File: src/rtl/r2b_pkg.sv
// Shared types, default sizes and derived-size helpers for the row-to-block converter.
package r2b_pkg;

  localparam int unsigned WIDTH_DEF      = 16;
  localparam int unsigned FRAC_WIDTH_DEF = 8;
  localparam int unsigned ROW_DEF        = 8;
  localparam int unsigned COL_DEF        = 6;
  localparam int unsigned BLOCK_SIZE_DEF = 2;
  localparam int unsigned CHUNK_SIZE_DEF = 4;
  localparam int unsigned NUM_CORES_DEF  = 2;

  typedef enum logic [1:0] {
    IDLE  = 2'd0,
    FILL  = 2'd1,
    DRAIN = 2'd2,
    DONE  = 2'd3
  } r2b_state_e;

  // Rows that make up one band (one row of blocks per core).
  function automatic int unsigned band_rows(input int unsigned block_size,
                                            input int unsigned num_cores);
    return block_size * num_cores;
  endfunction

  // Number of bands in the matrix.
  function automatic int unsigned num_bands(input int unsigned row,
                                            input int unsigned block_size,
                                            input int unsigned num_cores);
    return row / (block_size * num_cores);
  endfunction

  // Block columns, i.e. words emitted per band.
  function automatic int unsigned bcols(input int unsigned col,
                                        input int unsigned block_size);
    return col / block_size;
  endfunction

  // Counter width able to index n entries (at least one bit).
  function automatic int unsigned cnt_width(input int unsigned n);
    return (n > 1) ? $clog2(n) : 1;
  endfunction

endpackage

File: src/rtl/r2b_band_buffer.sv
// One band of rows, written a row at a time and read back as a block word per block column.
module r2b_band_buffer
  import r2b_pkg::*;
#(
  parameter int unsigned WIDTH      = WIDTH_DEF,
  parameter int unsigned COL        = COL_DEF,
  parameter int unsigned BLOCK_SIZE = BLOCK_SIZE_DEF,
  parameter int unsigned NUM_CORES  = NUM_CORES_DEF,
  localparam int unsigned BAND_ROWS = band_rows(BLOCK_SIZE, NUM_CORES),
  localparam int unsigned CHUNK     = BLOCK_SIZE * BLOCK_SIZE,
  localparam int unsigned ROW_W     = WIDTH * COL,
  localparam int unsigned OUT_W     = WIDTH * CHUNK * NUM_CORES,
  localparam int unsigned RW        = cnt_width(BAND_ROWS),
  localparam int unsigned BCW       = cnt_width(bcols(COL, BLOCK_SIZE))
) (
  input  logic             clk,
  input  logic             rst_n,
  input  logic             we_i,
  input  logic [RW-1:0]    wr_row_i,
  input  logic [ROW_W-1:0] wr_data_i,
  input  logic [BCW-1:0]   bc_i,
  output logic [OUT_W-1:0] rd_data_c_o
);

  logic [ROW_W-1:0] mem_q    [BAND_ROWS];
  logic [ROW_W-1:0] row_view [BAND_ROWS];

  // Row storage.
  always_ff @(posedge clk or negedge rst_n) begin
    if (!rst_n) begin
      for (int r = 0; r < BAND_ROWS; r++) mem_q[r] <= '0;
    end else if (we_i) begin
      mem_q[wr_row_i] <= wr_data_i;
    end
  end

  // Write-through view so the band's last row is visible in the cycle it is written.
  always_comb begin
    for (int r = 0; r < BAND_ROWS; r++) row_view[r] = mem_q[r];
    if (we_i) row_view[wr_row_i] = wr_data_i;
  end

  // Gather block column bc: core c takes rows c*BLOCK_SIZE.., element (r,k) at r*BLOCK_SIZE+k.
  always_comb begin
    rd_data_c_o = '0;
    for (int c = 0; c < NUM_CORES; c++) begin
      for (int r = 0; r < BLOCK_SIZE; r++) begin
        for (int k = 0; k < BLOCK_SIZE; k++) begin
          rd_data_c_o[(c*CHUNK + r*BLOCK_SIZE + k)*WIDTH +: WIDTH] =
            row_view[c*BLOCK_SIZE + r][(int'(bc_i)*BLOCK_SIZE + k)*WIDTH +: WIDTH];
        end
      end
    end
  end

endmodule

File: src/rtl/r2b_converter.sv
// Row-to-block converter: buffers a band of rows, then emits one block word per block column.
// Optional R2B_PINGPONG_EN: two band buffers so the next band fills while the current one drains.
module r2b_converter
  import r2b_pkg::*;
#(
  parameter int unsigned WIDTH      = WIDTH_DEF,
  parameter int unsigned FRAC_WIDTH = FRAC_WIDTH_DEF,
  parameter int unsigned ROW        = ROW_DEF,
  parameter int unsigned COL        = COL_DEF,
  parameter int unsigned BLOCK_SIZE = BLOCK_SIZE_DEF,
  parameter int unsigned CHUNK_SIZE = CHUNK_SIZE_DEF,
  parameter int unsigned NUM_CORES  = NUM_CORES_DEF
) (
  input  logic                                 clk,
  input  logic                                 rst_n,
  input  logic                                 start,
  input  logic                                 in_valid,
  output logic                                 in_ready,
  input  logic [WIDTH*COL-1:0]                 in_data,
  output logic                                 out_valid,
  input  logic                                 out_ready,
  output logic [WIDTH*CHUNK_SIZE*NUM_CORES-1:0] out_data,
  output logic                                 done
);

  localparam int unsigned BAND_ROWS = band_rows(BLOCK_SIZE, NUM_CORES);
  localparam int unsigned NUM_BANDS = num_bands(ROW, BLOCK_SIZE, NUM_CORES);
  localparam int unsigned BCOLS     = bcols(COL, BLOCK_SIZE);
  localparam int unsigned OUT_W     = WIDTH * CHUNK_SIZE * NUM_CORES;
  localparam int unsigned RW        = cnt_width(BAND_ROWS);
  localparam int unsigned BCW       = cnt_width(BCOLS);
  localparam int unsigned BKW       = cnt_width(NUM_BANDS);
  localparam int unsigned BNW       = cnt_width(NUM_BANDS + 1);

`ifdef R2B_PINGPONG_EN
  localparam int unsigned NBUF = 2;
  localparam bit          PP   = 1'b1;
`else
  localparam int unsigned NBUF = 1;
  localparam bit          PP   = 1'b0;
`endif

  // Elaboration-time sanity of the geometry.
  if (CHUNK_SIZE != BLOCK_SIZE * BLOCK_SIZE) begin : g_bad_chunk
    $error("r2b_converter: CHUNK_SIZE must equal BLOCK_SIZE squared");
  end
  if ((ROW % BAND_ROWS) != 0 || (COL % BLOCK_SIZE) != 0) begin : g_bad_dims
    $error("r2b_converter: ROW/COL not multiples of the band/block size");
  end
  if (FRAC_WIDTH > WIDTH) begin : g_bad_frac
    $error("r2b_converter: FRAC_WIDTH exceeds WIDTH");
  end

  r2b_state_e       state_q, state_d;
  logic [RW-1:0]    row_cnt_q, row_cnt_d;
  logic [BNW-1:0]   bands_in_q, bands_in_d;
  logic [BKW-1:0]   band_cnt_q, band_cnt_d;
  logic [BCW-1:0]   bc_cnt_q, bc_cnt_d;
  logic [1:0]       full_q, full_d;
  logic             wr_sel_q, wr_sel_d;
  logic             rd_sel_q, rd_sel_d;
  logic             in_ready_q, in_ready_d;
  logic             out_valid_q, out_valid_d;
  logic [OUT_W-1:0] out_data_q, out_data_d;
  logic             done_q, done_d;
  logic             fill_side;

  logic             wr_en;
  logic [BCW-1:0]   bc_nxt;
  logic [OUT_W-1:0] gather_c [NBUF];
  logic [OUT_W-1:0] rd_gather_c;

  assign wr_en = in_valid && in_ready_q;

  // Block column of the next word to load: successor while draining, else column 0.
  assign bc_nxt = (state_q == DRAIN && bc_cnt_q != BCW'(BCOLS - 1)) ? bc_cnt_q + BCW'(1) : '0;

  for (genvar b = 0; b < NBUF; b++) begin : g_buf
    r2b_band_buffer #(
      .WIDTH      (WIDTH),
      .COL        (COL),
      .BLOCK_SIZE (BLOCK_SIZE),
      .NUM_CORES  (NUM_CORES)
    ) u_buf (
      .clk         (clk),
      .rst_n       (rst_n),
      .we_i        (wr_en && (wr_sel_q == 1'(b))),
      .wr_row_i    (row_cnt_q),
      .wr_data_i   (in_data),
      .bc_i        (bc_nxt),
      .rd_data_c_o (gather_c[b])
    );
  end

`ifdef R2B_PINGPONG_EN
  assign rd_gather_c = rd_sel_q ? gather_c[1] : gather_c[0];
`else
  assign rd_gather_c = gather_c[0];
`endif

  // State and output registers.
  always_ff @(posedge clk or negedge rst_n) begin
    if (!rst_n) begin
      state_q     <= IDLE;
      row_cnt_q   <= '0;
      bands_in_q  <= '0;
      band_cnt_q  <= '0;
      bc_cnt_q    <= '0;
      full_q      <= '0;
      wr_sel_q    <= 1'b0;
      rd_sel_q    <= 1'b0;
      in_ready_q  <= 1'b0;
      out_valid_q <= 1'b0;
      out_data_q  <= '0;
      done_q      <= 1'b0;
    end else begin
      state_q     <= state_d;
      row_cnt_q   <= row_cnt_d;
      bands_in_q  <= bands_in_d;
      band_cnt_q  <= band_cnt_d;
      bc_cnt_q    <= bc_cnt_d;
      full_q      <= full_d;
      wr_sel_q    <= wr_sel_d;
      rd_sel_q    <= rd_sel_d;
      in_ready_q  <= in_ready_d;
      out_valid_q <= out_valid_d;
      out_data_q  <= out_data_d;
      done_q      <= done_d;
    end
  end

  // Fill bookkeeping, drain sequencing and next-cycle outputs.
  always_comb begin
    state_d     = state_q;
    row_cnt_d   = row_cnt_q;
    bands_in_d  = bands_in_q;
    band_cnt_d  = band_cnt_q;
    bc_cnt_d    = bc_cnt_q;
    full_d      = full_q;
    wr_sel_d    = wr_sel_q;
    rd_sel_d    = rd_sel_q;
    out_valid_d = out_valid_q;
    out_data_d  = out_data_q;
    done_d      = 1'b0;
    in_ready_d  = 1'b0;
    fill_side   = 1'b0;

    if (wr_en) begin
      if (row_cnt_q == RW'(BAND_ROWS - 1)) begin
        row_cnt_d        = '0;
        full_d[wr_sel_q] = 1'b1;
        bands_in_d       = bands_in_q + BNW'(1);
        if (PP) wr_sel_d = ~wr_sel_q;
      end else begin
        row_cnt_d = row_cnt_q + RW'(1);
      end
    end

    case (state_q)
      IDLE: begin
        if (start) begin
          state_d    = FILL;
          row_cnt_d  = '0;
          bands_in_d = '0;
          band_cnt_d = '0;
          bc_cnt_d   = '0;
          full_d     = '0;
          wr_sel_d   = 1'b0;
          rd_sel_d   = 1'b0;
        end
      end
      FILL: begin
        if (full_d[rd_sel_q]) begin
          state_d     = DRAIN;
          bc_cnt_d    = '0;
          out_valid_d = 1'b1;
          out_data_d  = rd_gather_c;
        end
      end
      DRAIN: begin
        if (out_valid_q && out_ready) begin
          if (bc_cnt_q == BCW'(BCOLS - 1)) begin
            out_valid_d      = 1'b0;
            bc_cnt_d         = '0;
            full_d[rd_sel_q] = 1'b0;
            if (PP) rd_sel_d = ~rd_sel_q;
            if (band_cnt_q == BKW'(NUM_BANDS - 1)) begin
              state_d = DONE;
              done_d  = 1'b1;
            end else begin
              band_cnt_d = band_cnt_q + BKW'(1);
              state_d    = FILL;
            end
          end else begin
            bc_cnt_d   = bc_cnt_q + BCW'(1);
            out_data_d = rd_gather_c;
          end
        end
      end
      DONE: begin
        state_d = IDLE;
      end
      default: begin
        state_d = IDLE;
      end
    endcase

    fill_side  = (state_d == FILL) || (PP && (state_d == DRAIN));
    in_ready_d = fill_side && !full_d[wr_sel_d] && (bands_in_d < BNW'(NUM_BANDS));
  end

  assign in_ready  = in_ready_q;
  assign out_valid = out_valid_q;
  assign out_data  = out_data_q;
  assign done      = done_q;

endmodule

File: config.mk
export PLATFORM = sky130hd
export DESIGN_NAME = r2b_converter
export DESIGN_NICKNAME = d
export VERILOG_FILES = /design/src/rtl/r2b_pkg.sv /design/src/rtl/r2b_band_buffer.sv /design/src/rtl/r2b_converter.sv
export SDC_FILE = /design/constraint.sdc
export NUM_CORES = 1
export LEC_CHECK = 0
export CAP_MARGIN = 10
export CORE_ASPECT_RATIO = 0.6
export CORE_MARGIN = 8
export CORE_UTILIZATION = 52
export CTS_CLUSTER_SIZE = 16
export DETAILED_ROUTE_END_ITERATION = 8
export PLACE_DENSITY_LB_ADDON = 0.15
export SYNTH_ARGS = -nofsm -noshare
export SYNTH_HDL_FRONTEND = slang
export SYNTH_HIERARCHICAL = 1
export SYNTH_SLANG_ARGS = --single-unit
export TNS_END_PERCENT = 10
File: constraint.sdc
create_clock -name clk -period 2.4 [get_ports clk]
set_input_delay 0.24 -clock clk [delete_from_list [all_inputs] [get_ports clk]]
set_output_delay 0.24 -clock clk [all_outputs]
set_load 0.03 [all_outputs]
==> results of run 1 <==
## what timing repair did
action,CTS,global route
setup buffers,17,1
gates resized for setup,76,59
pin swaps,31,30
endpoints found under the hold margin,52,0
gates cloned,7,0
hold buffers,1,0
endpoints found under the setup margin,107,121
## path summary, 6_finish.rpt
check / end / slack [ns]
max: out_data[50] / -0.07
min: g_buf[0].u_buf/mem_q[283] / 0.23
max reg2reg: out_data[50] / -0.07
min reg2reg: g_buf[0].u_buf/mem_q[88] / 0.49
max in group asynchronous: g_buf[0].u_buf/mem_q[242] / 1.30
min in group clk: g_buf[0].u_buf/mem_q[232] / 0.43
## logic make-up (layout without fill, tap and decap cells)
kind of cell | after synthesis | count (layout) | synth area share [%]
other | 0 | 1 | 0
adder cells (fa/ha/maj) | 4 | 4 | 0.2008
AO/OA/AOI/OAI | 140 | 140 | 4.966
flip-flops | 527 | 527 | 52.92
buffers and inverters | 121 | 510 | 3.605
multiplexers | 802 | 802 | 37.40
AND/OR/NAND/NOR | 36 | 36 | 0.8435
XOR/XNOR | 2 | 2 | 0.07030
## registers in the layout, summed over array words and instances, names as in the netlist
name / flops
g_buf.u_buf/mem_q: 384
out_data: 128
bands_in_q: 2
bc_cnt_q: 2
full_q: 2
row_cnt_q: 2
state_q: 2
band_cnt_q: 1
done: 1
in_ready: 1
out_valid: 1
wr_sel_q: 1
## placed cells by master (no fill, tap or decap), drive strengths merged, types with 2 or more instances in the layout
cell           Yosys  layout
a21oi              5       5
buf               88     182
bufinv             0       3
clkbuf            29      79
clkdlybuf4s50      0     230
clkinv             0      10
dfrtp            527     527
ha                 4       4
inv                4       4
mux2             672     672
mux2i            130     130
nand2              4       4
nand2b             2       2
nand3              4       4
nand3b             4       4
nand4              2       2
nor2              11      11
nor3               3       3
nor3b              2       2
o2bb2ai          128     128
## power breakdown
part | leakage (nW) | total [mW] | switching [mW] | internal, mW
Clock | 0.856 | 8.29 | 3.47 | 4.82
Sequential | 6.52 | 15.2 | 2.08 | 13.1
Combinational | 6.65 | 17.6 | 7.84 | 9.74
## metrics by stage
stage | utilization [%] | setup TNS, ns | std cells
global route | 66.11 | -6.753 | 2661
finish | 66.12 | -0.9299 | 2662
global placement | 60.62 | -13.83 | 2544
floorplan | - | 0 | 1632
CTS | 65.63 | -0.6415 | 2662
detailed placement | 60.62 | -17.22 | 2544
## area by class of cell
cell class	instances	area, um2
Sequential cell	527	13190
Timing Repair Buffer	413	4379
Clock buffer	79	1574
Tap cell	640	800.8
Clock inverter	14	151.4
Fill cell	3385	16110
Antenna cell	1	2.502
Inverter	4	15.01
Multi-Input combinational cell	984	11330
## per-layer routing
| layer | GRT usage (%) | part of all wire (%) | up-vias | wire length, um |
|---|---|---|---|---|
| met5 | 0 | 0.044 | - | 27 |
| li1 | - | - | 6732 | - |
| met2 | 36.39 | 48 | 236 | 29670 |
| met4 | 4.651 | 1.7 | 4 | 1047 |
| met3 | 3.868 | 3.7 | 78 | 2294 |
| met1 | 30.92 | 47 | 7979 | 28790 |
## critical path, delay by kind of cell (launching register included)
family | cells | cell delay (ns)
AO/OA/AOI/OAI | 1 | 0.09
adder cells (fa/ha/maj) | 1 | 0.25
buffers and inverters | 4 | 0.53
flip-flops | 1 | 0.37
multiplexers | 3 | 0.88
AND/OR/NAND/NOR | 1 | 0.21
==> flow_summary.rst, run 1 <==
.. list-table::
   :header-rows: 1

   * - Metric
     - Value
   * - Reported leakage power
     - between 10 and 15 nW
   * - Worst setup path category
     - register to register
   * - Largest net degree at the start of global routing
     - 69
   * - Buffers from clock root to sink, at most
     - 3
   * - Placeable core region
     - 47550 um2
   * - Share of the yosys chip area belonging to registers
     - 52.92%
   * - Violated checks
     - negative setup slack
   * - DR DRC count
     - 0
   * - Number of nets in the layout
     - roughly 2100
   * - Critical path launch point type
     - register
   * - Category of the worst setup path capture point
     - register
   * - Normalized max-slew margin
     - 63.50%
   * - CTS buffer count
     - 50
   * - Horizontal extent of the die
     - around 300 um
   * - Post-synth ARST share
     - 100.0%
   * - Outcome
     - complete, but fails checks
   * - Total Routing Usage GR
     - between 20% and 30%
   * - CTS tree
     - yes
   * - Number of cells traversed by the worst register-to-register path
     - 10
   * - Vias after detailed routing
     - approximately 15000
   * - First-pass GRT wire length
     - 98720 um
   * - Power density of the placed cells
     - between 1000 and 1500 nW/um2
   * - Total power consumption of the routed design
     - just over 40 mW
   * - Maximum capacitance violations
     - 0
   * - Post-Layout Inst Area
     - 31440 um2
   * - Synth Cell Area
     - between 20000 and 25000 um2
   * - Unrepaired setup endpoints after global routing
     - true
   * - Clock insertion delay at the later pin of the skew report
     - 0.57 ns
   * - Smallest setup slack after layout
     - -0.06995 ns
   * - Clock edge transition at the registers on the reported setup and hold paths
     - about 0.06 ns
   * - Count of boundary I/O pins
     - about 230
   * - Largest driver fanout on the critical path
     - 7
   * - Clock sinks
     - ~530
   * - Slew at the pin closest to its max-slew limit
     - ~0.55 ns
   * - Antenna violations before repair
     - 2
   * - Die outline area
     - between 50000 and 60000 um2
   * - Library cells used by synthesis
     - 40
   * - Max incr delay on CP
     - between 0.4 and 0.5 ns
   * - Number of max-slew violations in the final report
     - 0
   * - CP max-delay cell
     - mux2_2
   * - Placement-stage worst setup slack
     - -0.2533 ns
   * - Syn avg cell area
     - 15.27 um2
   * - Area growth from synthesis to final layout
     - 26.16%
   * - Fraction of synthesized cell area taken by the top area cell type
     - 52.92%
   * - Number of synthesized flops with an enable pin
     - 0
   * - Synthesized netlist net count
     - 1737
   * - Predominant post-synthesis flop cell
     - dfrtp_1
   * - Wire length after detailed routing
     - slightly above 60000 um
   * - Peak supply drop
     - approximately 650 uV
   * - Crit path DAT
     - just under 3 ns
   * - Number of endpoints with negative hold slack in the final report
     - 0
   * - Number of global-route vias before repair
     - around 17000
   * - Congestion Overflow GR
     - 0
   * - Worst Hold Slack
     - about 0.23 ns
   * - Final clock period utilization by the worst path
     - 102.9%
   * - Iter 0 DRT Violations
     - ~740
   * - Flops & latches, synth
     - around 530
   * - Effective utilization at floorplan
     - ~52%
   * - Cells after Synth
     - roughly 1600
   * - Post-DR vias/cell
     - between 5 and 6
   * - Post-layout min period
     - ~2.5 ns
   * - Top cells by instance count after synthesis
     - dfrtp_1 (527), mux2_2 (509), mux2i_1 (130)
   * - Root Driver
     - clkbuf_16
   * - Dpl cell area
     - around 29000 um2
   * - Fraction of layout instances using a drive strength above 1
     - 46.61%
   * - Final ANT Viol Nets
     - 0
   * - Reg-to-reg critical path startpoint
     - bc_cnt_q[0]
   * - Port Buffers
     - 231
   * - Detailed-routing iteration count for the pre-antenna-repair pass
     - 5
   * - Per-cell routed wire length
     - 23.23 um
   * - Crit-path cells
     - inv_2, ha_4, nor3b_4, buf_6, buf_12, buf_16, mux2_2, mux2i_1, o2bb2ai_1, mux2_4
   * - H-tree depth
     - 2
   * - Highest clock frequency the design can meet
     - roughly 400 MHz
   * - Worst clock skew
     - about 0.013 ns
   * - Area leader, netlist
     - dfrtp_1
   * - Worst min path class
     - input port to asynchronous set/reset pin
   * - GPL Wtd Cong
     - slightly below 0.8
   * - Setup-failing EPs final
     - 35
   * - DP Wirelength
     - roughly 41000 um
   * - Library cell with the highest instance count after synthesis
     - dfrtp_1
   * - Origin of the worst setup path
     - bc_cnt_q[0]
   * - WP data required
     - 2.84 ns
   * - Chip height
     - 185.6 um
   * - Top cells by area, synth
     - dfrtp_1 (53%), mux2_2 (23%), mux2_4 (7.2%)
   * - Synth warnings
     - 6
   * - Standard-cell rows
     - a little over 60
(Power assumes the default switching activity.)
==> inputs of run 2 (changes only) <==
--- a/config.mk
+++ b/config.mk
@@ -12,4 +12,5 @@
 export CTS_CLUSTER_SIZE = 16
 export DETAILED_ROUTE_END_ITERATION = 8
+export MAX_ROUTING_LAYER = met4
 export PLACE_DENSITY_LB_ADDON = 0.15
 export SYNTH_ARGS = -nofsm -noshare
==> constraint.sdc (replaced) <==
create_clock -name clk -period 2.4 [get_ports clk]
set_input_delay 0.24 -clock clk [delete_from_list [all_inputs] [get_ports clk]]
set_output_delay 0.24 -clock clk [all_outputs]
set_load 0.1 [all_outputs]
==> run 2 against run 1 <==
Net effect:
- the flow still finishes with violations (negative setup slack)
- routed wire length hardly changed
- total power is 11% higher
- clock power is 5.7% lower
- via count is 1.0% lower
- non-clock buffer count stayed put
- die area stayed put
- register-to-register slack worse by 0.03 ns
- fmax is 1.1% lower
- sequential cell count stayed put
- critical endpoint is now out_data[47]
==> flow_summary.rst, run 2 (synthesis results as in run 1) <==
.. list-table::
   :header-rows: 1

   * - Metric
     - Value
   * - Clock insertion delay at the later pin of the skew report
     - 0.57 ns (about the same)
   * - Area growth from synthesis to final layout
     - 24.82% (was 26.16%)
   * - GPL Wtd Cong
     - 0.7972 (was 0.7712)
   * - Standard-cell rows
     - 62 (unchanged)
   * - Reported leakage power
     - 14.17 nW (was 14.02 nW)
   * - DP Wirelength
     - 41060 um (was 40870 um)
   * - Wire length after detailed routing
     - 61790 um (was 61830 um)
   * - Top register by number of flip-flops
     - g_buf.u_buf/mem_q (unchanged)
   * - Clock sinks
     - 527 (unchanged)
   * - Worst setup path category
     - register to register (unchanged)
   * - Number of endpoints with negative hold slack in the final report
     - 0 (unchanged)
   * - Buffers from clock root to sink, at most
     - 3 (unchanged)
   * - Slew at the pin closest to its max-slew limit
     - 0.7728 ns (was 0.5475 ns)
   * - Reg power frac
     - 33.5% (was 37.0%)
   * - Clk pwr share
     - 17.2% (was 20.2%)
   * - Die outline area
     - 55410 um2 (unchanged)
   * - Root Driver
     - clkbuf_16 (unchanged)
   * - Number of nets in the layout
     - 2086 (was 2085)
   * - Per-cell routed wire length
     - 23.23 um (about the same)
   * - Largest driver fanout on the critical path
     - 8 (was 7)
   * - Post-layout min period
     - 2.498 ns (was 2.470 ns)
   * - Chip height
     - 185.6 um (unchanged)
   * - Placed Instances
     - 2545 (was 2544)
   * - Total Routing Usage GR
     - 22.46% (was 22.13%)
   * - Peak supply drop
     - 1337 uV (was 653.7 uV)
   * - Antenna violations before repair
     - 3 (was 2)
   * - Maximum capacitance violations
     - 0 (unchanged)
   * - Count of non-filler cells in the finished layout
     - 2660 (was 2662)
   * - Internal power contribution
     - 27.17 mW (was 27.70 mW)
   * - Worst clock skew
     - 0.02351 ns (was 0.01317 ns)
   * - Congestion Overflow GR
     - 0 (unchanged)
   * - Power density of the placed cells
     - 1460 nW/um2 (was 1307 nW/um2)
   * - Logic pwr share
     - 49.3% (was 42.8%)
   * - Fill count
     - 3428 (was 3385)
   * - Violated checks
     - negative setup slack (unchanged)
   * - Unrepaired setup endpoints after global routing
     - true (unchanged)
   * - Power spent charging and discharging nets
     - 18.25 mW (was 13.39 mW)
   * - Category of the worst setup path capture point
     - register (unchanged)
   * - Flip-flop count of the largest register, all copies and words added
     - 384 (unchanged)
   * - Effective utilization at floorplan
     - 52.40% (unchanged)
   * - Smallest setup slack after layout
     - -0.09791 ns (was -0.06995 ns)
   * - Fraction of layout instances using a drive strength above 1
     - 52.80% (was 46.61%)
   * - Largest net degree at the start of global routing
     - 80 (was 69)
   * - Final ANT Viol Nets
     - 0 (unchanged)
   * - DR DRC count
     - 0 (unchanged)
   * - Clock edge transition at the registers on the reported setup and hold paths
     - 0.06 ns (about the same)
   * - Post-Layout Inst Area
     - 31100 um2 (was 31440 um2)
   * - Post-DR vias/cell
     - 5.593 (was 5.646)
   * - Final clock period utilization by the worst path
     - 104.1% (was 102.9%)
   * - Register area
     - 13190 um2 (about the same)
   * - Highest clock frequency the design can meet
     - 400.3 MHz (was 404.9 MHz)
   * - Outcome
     - complete, but fails checks (unchanged)
   * - Dpl cell area
     - 28540 um2 (was 28830 um2)
   * - Crit path DAT
     - 2.94 ns (was 2.91 ns)
   * - H-tree depth
     - 2 (unchanged)
   * - Reg-to-reg critical path startpoint
     - bc_cnt_q[0] (unchanged)
   * - Horizontal extent of the die
     - 298.6 um (unchanged)
   * - Setup-failing EPs final
     - 41 (was 35)
   * - Placeable core region
     - 47550 um2 (unchanged)
   * - Port Buffers
     - 231 (unchanged)
   * - Placement-stage worst setup slack
     - -0.2005 ns (was -0.2533 ns)
   * - Highest-count cells in the layout ignoring fill and taps
     - dfrtp_1 (526), mux2_2 (448), buf_4 (248), mux2_4 (181), o2bb2ai_1 (120) (was dfrtp_1 (527), mux2_2 (450), clkdlybuf4s50_1 (230), mux2_4 (179), buf_4 (123))
   * - Critical path launch point type
     - register (unchanged)
   * - Count of boundary I/O pins
     - 232 (unchanged)
   * - Iter 0 DRT Violations
     - 656 (was 743)
   * - Normalized max-slew margin
     - 48.48% (was 63.50%)
   * - Worst Hold Slack
     - 0.2700 ns (was 0.2304 ns)
   * - Switching power share of the total
     - 40.18% (was 32.59%)
   * - Detailed-routing iteration count for the pre-antenna-repair pass
     - 4 (was 5)
   * - Number of global-route vias before repair
     - 16620 (was 16850)
   * - Worst min path class
     - input port to asynchronous set/reset pin (unchanged)
   * - Vias after detailed routing
     - 14880 (was 15030)
   * - WP data required
     - 2.84 ns (about the same)
   * - CTS tree
     - yes (unchanged)
   * - Number of max-slew violations in the final report
     - 0 (unchanged)
   * - CTS buffer count
     - 51 (was 50)
   * - First-pass GRT wire length
     - 97390 um (was 98720 um)
   * - Origin of the worst setup path
     - bc_cnt_q[0] (unchanged)
   * - Multi-input combinational cell area
     - 11390 um2 (was 11330 um2)
   * - Most common cell after layout, fill and taps aside
     - dfrtp_1 (unchanged)
[run 2: cell types whose count changed in the layout (fill, tap and decap cells not counted), moves of 4 or more]
cell and delta:
clkbuf_1 +8, clkinv_2 -7, mux2i_1 -6, diode_2 +4, clkdlybuf4s50_1 -131, mux2i_4 +4
clkbuf_8 -4, clkbuf_16 +4, buf_4 +125, buf_6 +4
[run 2: area by class of cell]
type / instances / area share, %
clock inverter: 4 / 0.1569
inverter: 4 / 0.04827
timing repair buffer: 413 / 13.19
sequential: 527 / 42.41
antenna: 5 / 0.04023
tap: 640 / 2.574
clock buffer: 83 / 4.980
multi-input combinational: 984 / 36.60
[run 2: metal layers]
metal | global-route usage [%] | vias up | share of wire (%)
li1 | - | 6739 | -
met4 | 4.091 | 0 | 1.5
met2 | 34.94 | 218 | 47
met5 | - | - | 0
met3 | 3.148 | 73 | 3.0
met1 | 31.85 | 7848 | 49
[run 2: path summary, 6_finish.rpt]
kind	cells past startpoint	endpoint	slack, ns
worst max register to register	11	out_data[47]	-0.1
worst min-delay path	2	g_buf[0].u_buf/mem_q[27]	0.27
max in group asynchronous	3	out_data[72]	1.29
worst max-delay path	11	out_data[47]	-0.1
worst min register to register	1	g_buf[0].u_buf/mem_q[91]	0.49
min in group clk	2	g_buf[0].u_buf/mem_q[231]	0.43
[run 2: through the flow]
stage | total power [mW] | setup TNS [ns] | util, %
floorplan | 31.76 | 0 | -
global placement | 36.37 | -9.983 | 60.01
detailed placement | 37.10 | -11.78 | 60.01
CTS | 45.29 | -0.4269 | 64.08
global route | 47.66 | -9.035 | 65.40
finish | 45.42 | -1.266 | 65.41
[run 2: power groups by stage]
stage,logic [mW],registers [mW],clock network (mW)
after floorplan,10.6,21.1,0
after global placement,21.3,15.0,0
after detailed placement,21.8,15.3,0
after CTS,22.1,15.2,8.04
after global routing,23.6,15.7,8.39
final,22.4,15.2,7.82
[run 2: critical path: stages (launching register included)]
cell and delay [ns]:
dfrtp_1 0.36, inv_2 0.07, ha_4 0.26, nor3b_4 0.22, buf_6 0.15, buf_12 0.16, buf_12 0.14, buf_16 0.14
mux2_2 0.34, mux2i_2 0.20, o2bb2ai_1 0.08, mux2_4 0.26
[run 2: repair_timing]
| action | CTS | global route |
|---|---|---|
| hold buffers | 1 | 0 |
| gates cloned | 3 | 5 |
| endpoints found under the setup margin | 108 | 127 |
| pin swaps | 12 | 64 |
| endpoints found under the hold margin | 53 | 0 |
| setup buffers | 6 | 8 |
| gates resized for setup | 45 | 99 |
==> inputs of run 3 (changes only) <==
- CORE_MARGIN: 8 -> 5
- GPL_TIMING_DRIVEN: default -> 0
==> run 3 against run 2 <==
Net effect:
- the run still ends with negative setup slack left
- register-to-register slack improved by 0.02 ns
- total power rose by 2.6%
- sequential power barely moved
- fmax rose by 0.75%
- largest cell class unchanged
- highest routed layer unchanged
==> flow_summary.rst, run 3 (synthesis results as in run 1) <==
.. list-table::
   :header-rows: 1

   * - Metric
     - Value
   * - Standard-cell rows
     - 62 (unchanged)
   * - Peak supply drop
     - 1274 uV (was 1337 uV)
   * - Area growth from synthesis to final layout
     - 24.11% (was 24.82%)
   * - First-pass GRT wire length
     - 112800 um (was 97390 um)
   * - Category of the worst setup path capture point
     - register (unchanged)
   * - CTS buffer count
     - 49 (was 51)
   * - Highest clock frequency the design can meet
     - 403.3 MHz (was 400.3 MHz)
   * - Per-cell routed wire length
     - 29.38 um (was 23.23 um)
   * - Top register by number of flip-flops
     - g_buf.u_buf/mem_q (unchanged)
   * - Placeable core region
     - 47630 um2 (was 47550 um2)
   * - Routing usage on met2
     - 43.27% (was 34.94%)
   * - Placement-stage worst setup slack
     - -1.019 ns (was -0.2005 ns)
   * - Reg power frac
     - 32.7% (was 33.5%)
   * - Layout Utilization
     - 64.93% (was 65.41%)
   * - Vias after detailed routing
     - 15840 (was 14880)
   * - Diode count
     - 0 (was 5)
   * - Setup-failing EPs final
     - 72 (was 41)
   * - Destination of the worst register-to-register timing path
     - out_data[127] (was out_data[47])
   * - Congestion Overflow GR
     - 0 (unchanged)
   * - Clk pwr share
     - 17.3% (was 17.2%)
   * - Total Routing Usage GR
     - 29.19% (was 22.46%)
   * - Root Driver
     - clkbuf_16 (unchanged)
   * - DP Wirelength
     - 51610 um (was 41060 um)
   * - Busiest metal layer after global routing
     - met2 (unchanged)
   * - Clock edge transition at the registers on the reported setup and hold paths
     - 0.07 ns (was 0.06 ns)
   * - Reg-to-reg critical path startpoint
     - bc_cnt_q[0] (unchanged)
   * - Wire length after detailed routing
     - 76610 um (was 61790 um)
   * - Met1 Resource Use GR
     - 42.93% (was 31.85%)
   * - Worst Hold Slack
     - 0.1410 ns (was 0.2700 ns)
   * - Reported leakage power
     - 13.90 nW (was 14.17 nW)
   * - Power spent charging and discharging nets
     - 19.22 mW (was 18.25 mW)
   * - Detailed-routing iteration count for the pre-antenna-repair pass
     - 5 (was 4)
   * - Largest net degree at the start of global routing
     - 126 (was 80)
   * - Outcome
     - complete, but fails checks (unchanged)
   * - Worst clock skew
     - 0.02351 ns (about the same)
   * - Flip-flop count of the largest register, all copies and words added
     - 384 (unchanged)
   * - Antenna violations before repair
     - 0 (was 3)
   * - Worst setup path category
     - register to register (unchanged)
   * - Iter 0 DRT Violations
     - 1254 (was 656)
   * - Clock sinks
     - 527 (unchanged)
   * - Violated checks
     - negative setup slack (unchanged)
   * - Port Buffers
     - 231 (unchanged)
   * - Post-DR vias/cell
     - 6.075 (was 5.593)
   * - Fill count
     - 3437 (was 3428)
   * - Die outline area
     - 52540 um2 (was 55410 um2)
   * - Internal power contribution
     - 27.40 mW (was 27.17 mW)
   * - Crit-path cells
     - inv_2, ha_2, nor3b_4, buf_6, buf_6, buf_12, buf_12, mux2_4, mux2i_2, o2bb2ai_1, mux2_4 (was inv_2, ha_4, nor3b_4, buf_6, buf_12, buf_12, buf_16, mux2_2, mux2i_2, o2bb2ai_1, mux2_4)
   * - Number of nets in the layout
     - 2040 (was 2086)
   * - Highest-count cells in the layout ignoring fill and taps
     - dfrtp_1 (524), mux2_2 (436), clkdlybuf4s50_1 (205), mux2_4 (193), o2bb2ai_1 (117) (was dfrtp_1 (526), mux2_2 (448), buf_4 (248), mux2_4 (181), o2bb2ai_1 (120))
   * - Largest driver fanout on the critical path
     - 6 (was 8)
   * - Horizontal extent of the die
     - 292.6 um (was 298.6 um)
   * - CTS tree
     - yes (unchanged)
   * - Buffers from clock root to sink, at most
     - 3 (unchanged)
   * - Count of boundary I/O pins
     - 232 (unchanged)
   * - Number of cells traversed by the worst register-to-register path
     - 11 (unchanged)
   * - Slew at the pin closest to its max-slew limit
     - 1.033 ns (was 0.7728 ns)
   * - Unrepaired setup endpoints after global routing
     - true (unchanged)
   * - Power density of the placed cells
     - 1507 nW/um2 (was 1460 nW/um2)
   * - CP max-delay cell
     - dfrtp_1 (unchanged)
   * - H-tree depth
     - 2 (unchanged)
   * - Final ANT Viol Nets
     - 0 (unchanged)
   * - Max incr delay on CP
     - 0.37 ns (was 0.36 ns)
   * - Number of endpoints with negative hold slack in the final report
     - 0 (unchanged)
   * - Worst min path class
     - input port to asynchronous set/reset pin (unchanged)
   * - Fraction of layout instances using a drive strength above 1
     - 45.48% (was 52.80%)
   * - Met3 Resource Use GR
     - 4.785% (was 3.148%)
   * - Chip height
     - 179.6 um (was 185.6 um)
   * - DR DRC count
     - 0 (unchanged)
   * - Critical path launch point type
     - register (unchanged)
   * - Switching power share of the total
     - 41.23% (was 40.18%)
   * - Most common cell after layout, fill and taps aside
     - dfrtp_1 (unchanged)
   * - Worst reg-to-reg setup slack
     - -0.08 ns (was -0.1 ns)
   * - Logic pwr share
     - 50.0% (was 49.3%)
   * - WP data required
     - 2.87 ns (was 2.84 ns)
   * - Number of max-slew violations in the final report
     - 0 (unchanged)
   * - Post-layout min period
     - 2.479 ns (was 2.498 ns)
   * - Clock insertion delay at the later pin of the skew report
     - 0.59 ns (was 0.57 ns)
   * - Final clock period utilization by the worst path
     - 103.3% (was 104.1%)
   * - Number of global-route vias before repair
     - 16870 (was 16620)
   * - Normalized max-slew margin
     - 30.89% (was 48.48%)
   * - Maximum capacitance violations
     - 0 (unchanged)
   * - Effective utilization at floorplan
     - 52.32% (was 52.40%)
   * - GPL Wtd Cong
     - 0.8704 (was 0.7972)
   * - Smallest setup slack after layout
     - -0.07941 ns (was -0.09791 ns)
   * - Crit path DAT
     - 2.95 ns (was 2.94 ns)
run 3: cell types whose count changed in the layout (fill, tap and decap cells not counted), sizes merged:
cell	delta
dlymetal6s2s	+6
diode	-5
clkinvlp	+1
clkdlybuf4s50	+106
bufinv	+4
buf	-197
clkbuf	+5
dlygate4sd2	+19
clkinv	+9
run 3: worst max-delay path, delay by kind of cell, from the launching register on:
kind | cells | cell delay, ns
muxes | 3 | 0.76
buffers and inverters | 5 | 0.68
DFF | 1 | 0.37
adders and majority gates | 1 | 0.25
and+or+nand+nor | 1 | 0.19
AOI/OAI and AO/OA | 1 | 0.11
run 3: final cells by class:
class / instances / area [um2] / share of cell area (%)
buffer: 116 / 1226 / 3.965
clock buffer: 66 / 1403 / 4.535
clock inverter: 18 / 221.5 / 0.7160
inverter: 4 / 15.01 / 0.04855
multi-input combinational: 984 / 11320 / 36.61
sequential: 527 / 13190 / 42.66
tap: 640 / 800.8 / 2.589
timing repair buffer: 253 / 2746 / 8.880
run 3: timing repair:
| action | CTS | global route |
|---|---|---|
| setup endpoints to repair | 147 | 134 |
| resized for setup | 235 | 51 |
| hold buffers | 1 | 0 |
| gates cloned | 8 | 3 |
| buffers inserted | 10 | 0 |
| endpoints found under the hold margin | 38 | 0 |
| pin swaps | 66 | 4 |
run 3: routing by layer:
layer	up-vias	part of all wire, %
met5	-	0
met4	0	2.3
met3	118	6.2
met2	531	45
met1	8553	47
li1	6641	-
run 3: power groups by stage:
stage	sequential, mW	combinational, mW	clock (mW)
2_1_floorplan	21.1	10.6	0
3_3_place_gp	15.2	22.0	0
3_5_place_dp	15.3	22.5	0
4_1_cts	15.2	23.1	8.18
5_1_grt	15.7	24.2	8.52
6_report	15.2	23.3	8.06
run 3: through the flow:
step	instances	total power, mW	cell area, um2	setup TNS (ns)
finish	2608	46.62	30930	-2.116
global route	2608	48.40	30930	-11.68
CTS	2609	46.47	30810	-1.589
detailed placement	2507	37.73	28150	-74.92
global placement	2503	37.17	28040	-
floorplan	1632	31.76	24920	0
run 3: worst max path at each step:
| stage | endpoint | cells after the start | start |
|---|---|---|---|
| 2_1_floorplan | out_data[0] | 8 | in_ready |
| 3_3_place_gp | in_ready | 1 | rst_n |
| 3_5_place_dp | out_data[60] | 8 | bc_cnt_q[0] |
| 4_1_cts | out_data[20] | 12 | bc_cnt_q[0] |
| 5_1_grt | out_data[0] | 11 | bc_cnt_q[0] |
| 6_report | out_data[127] | 11 | bc_cnt_q[0] |
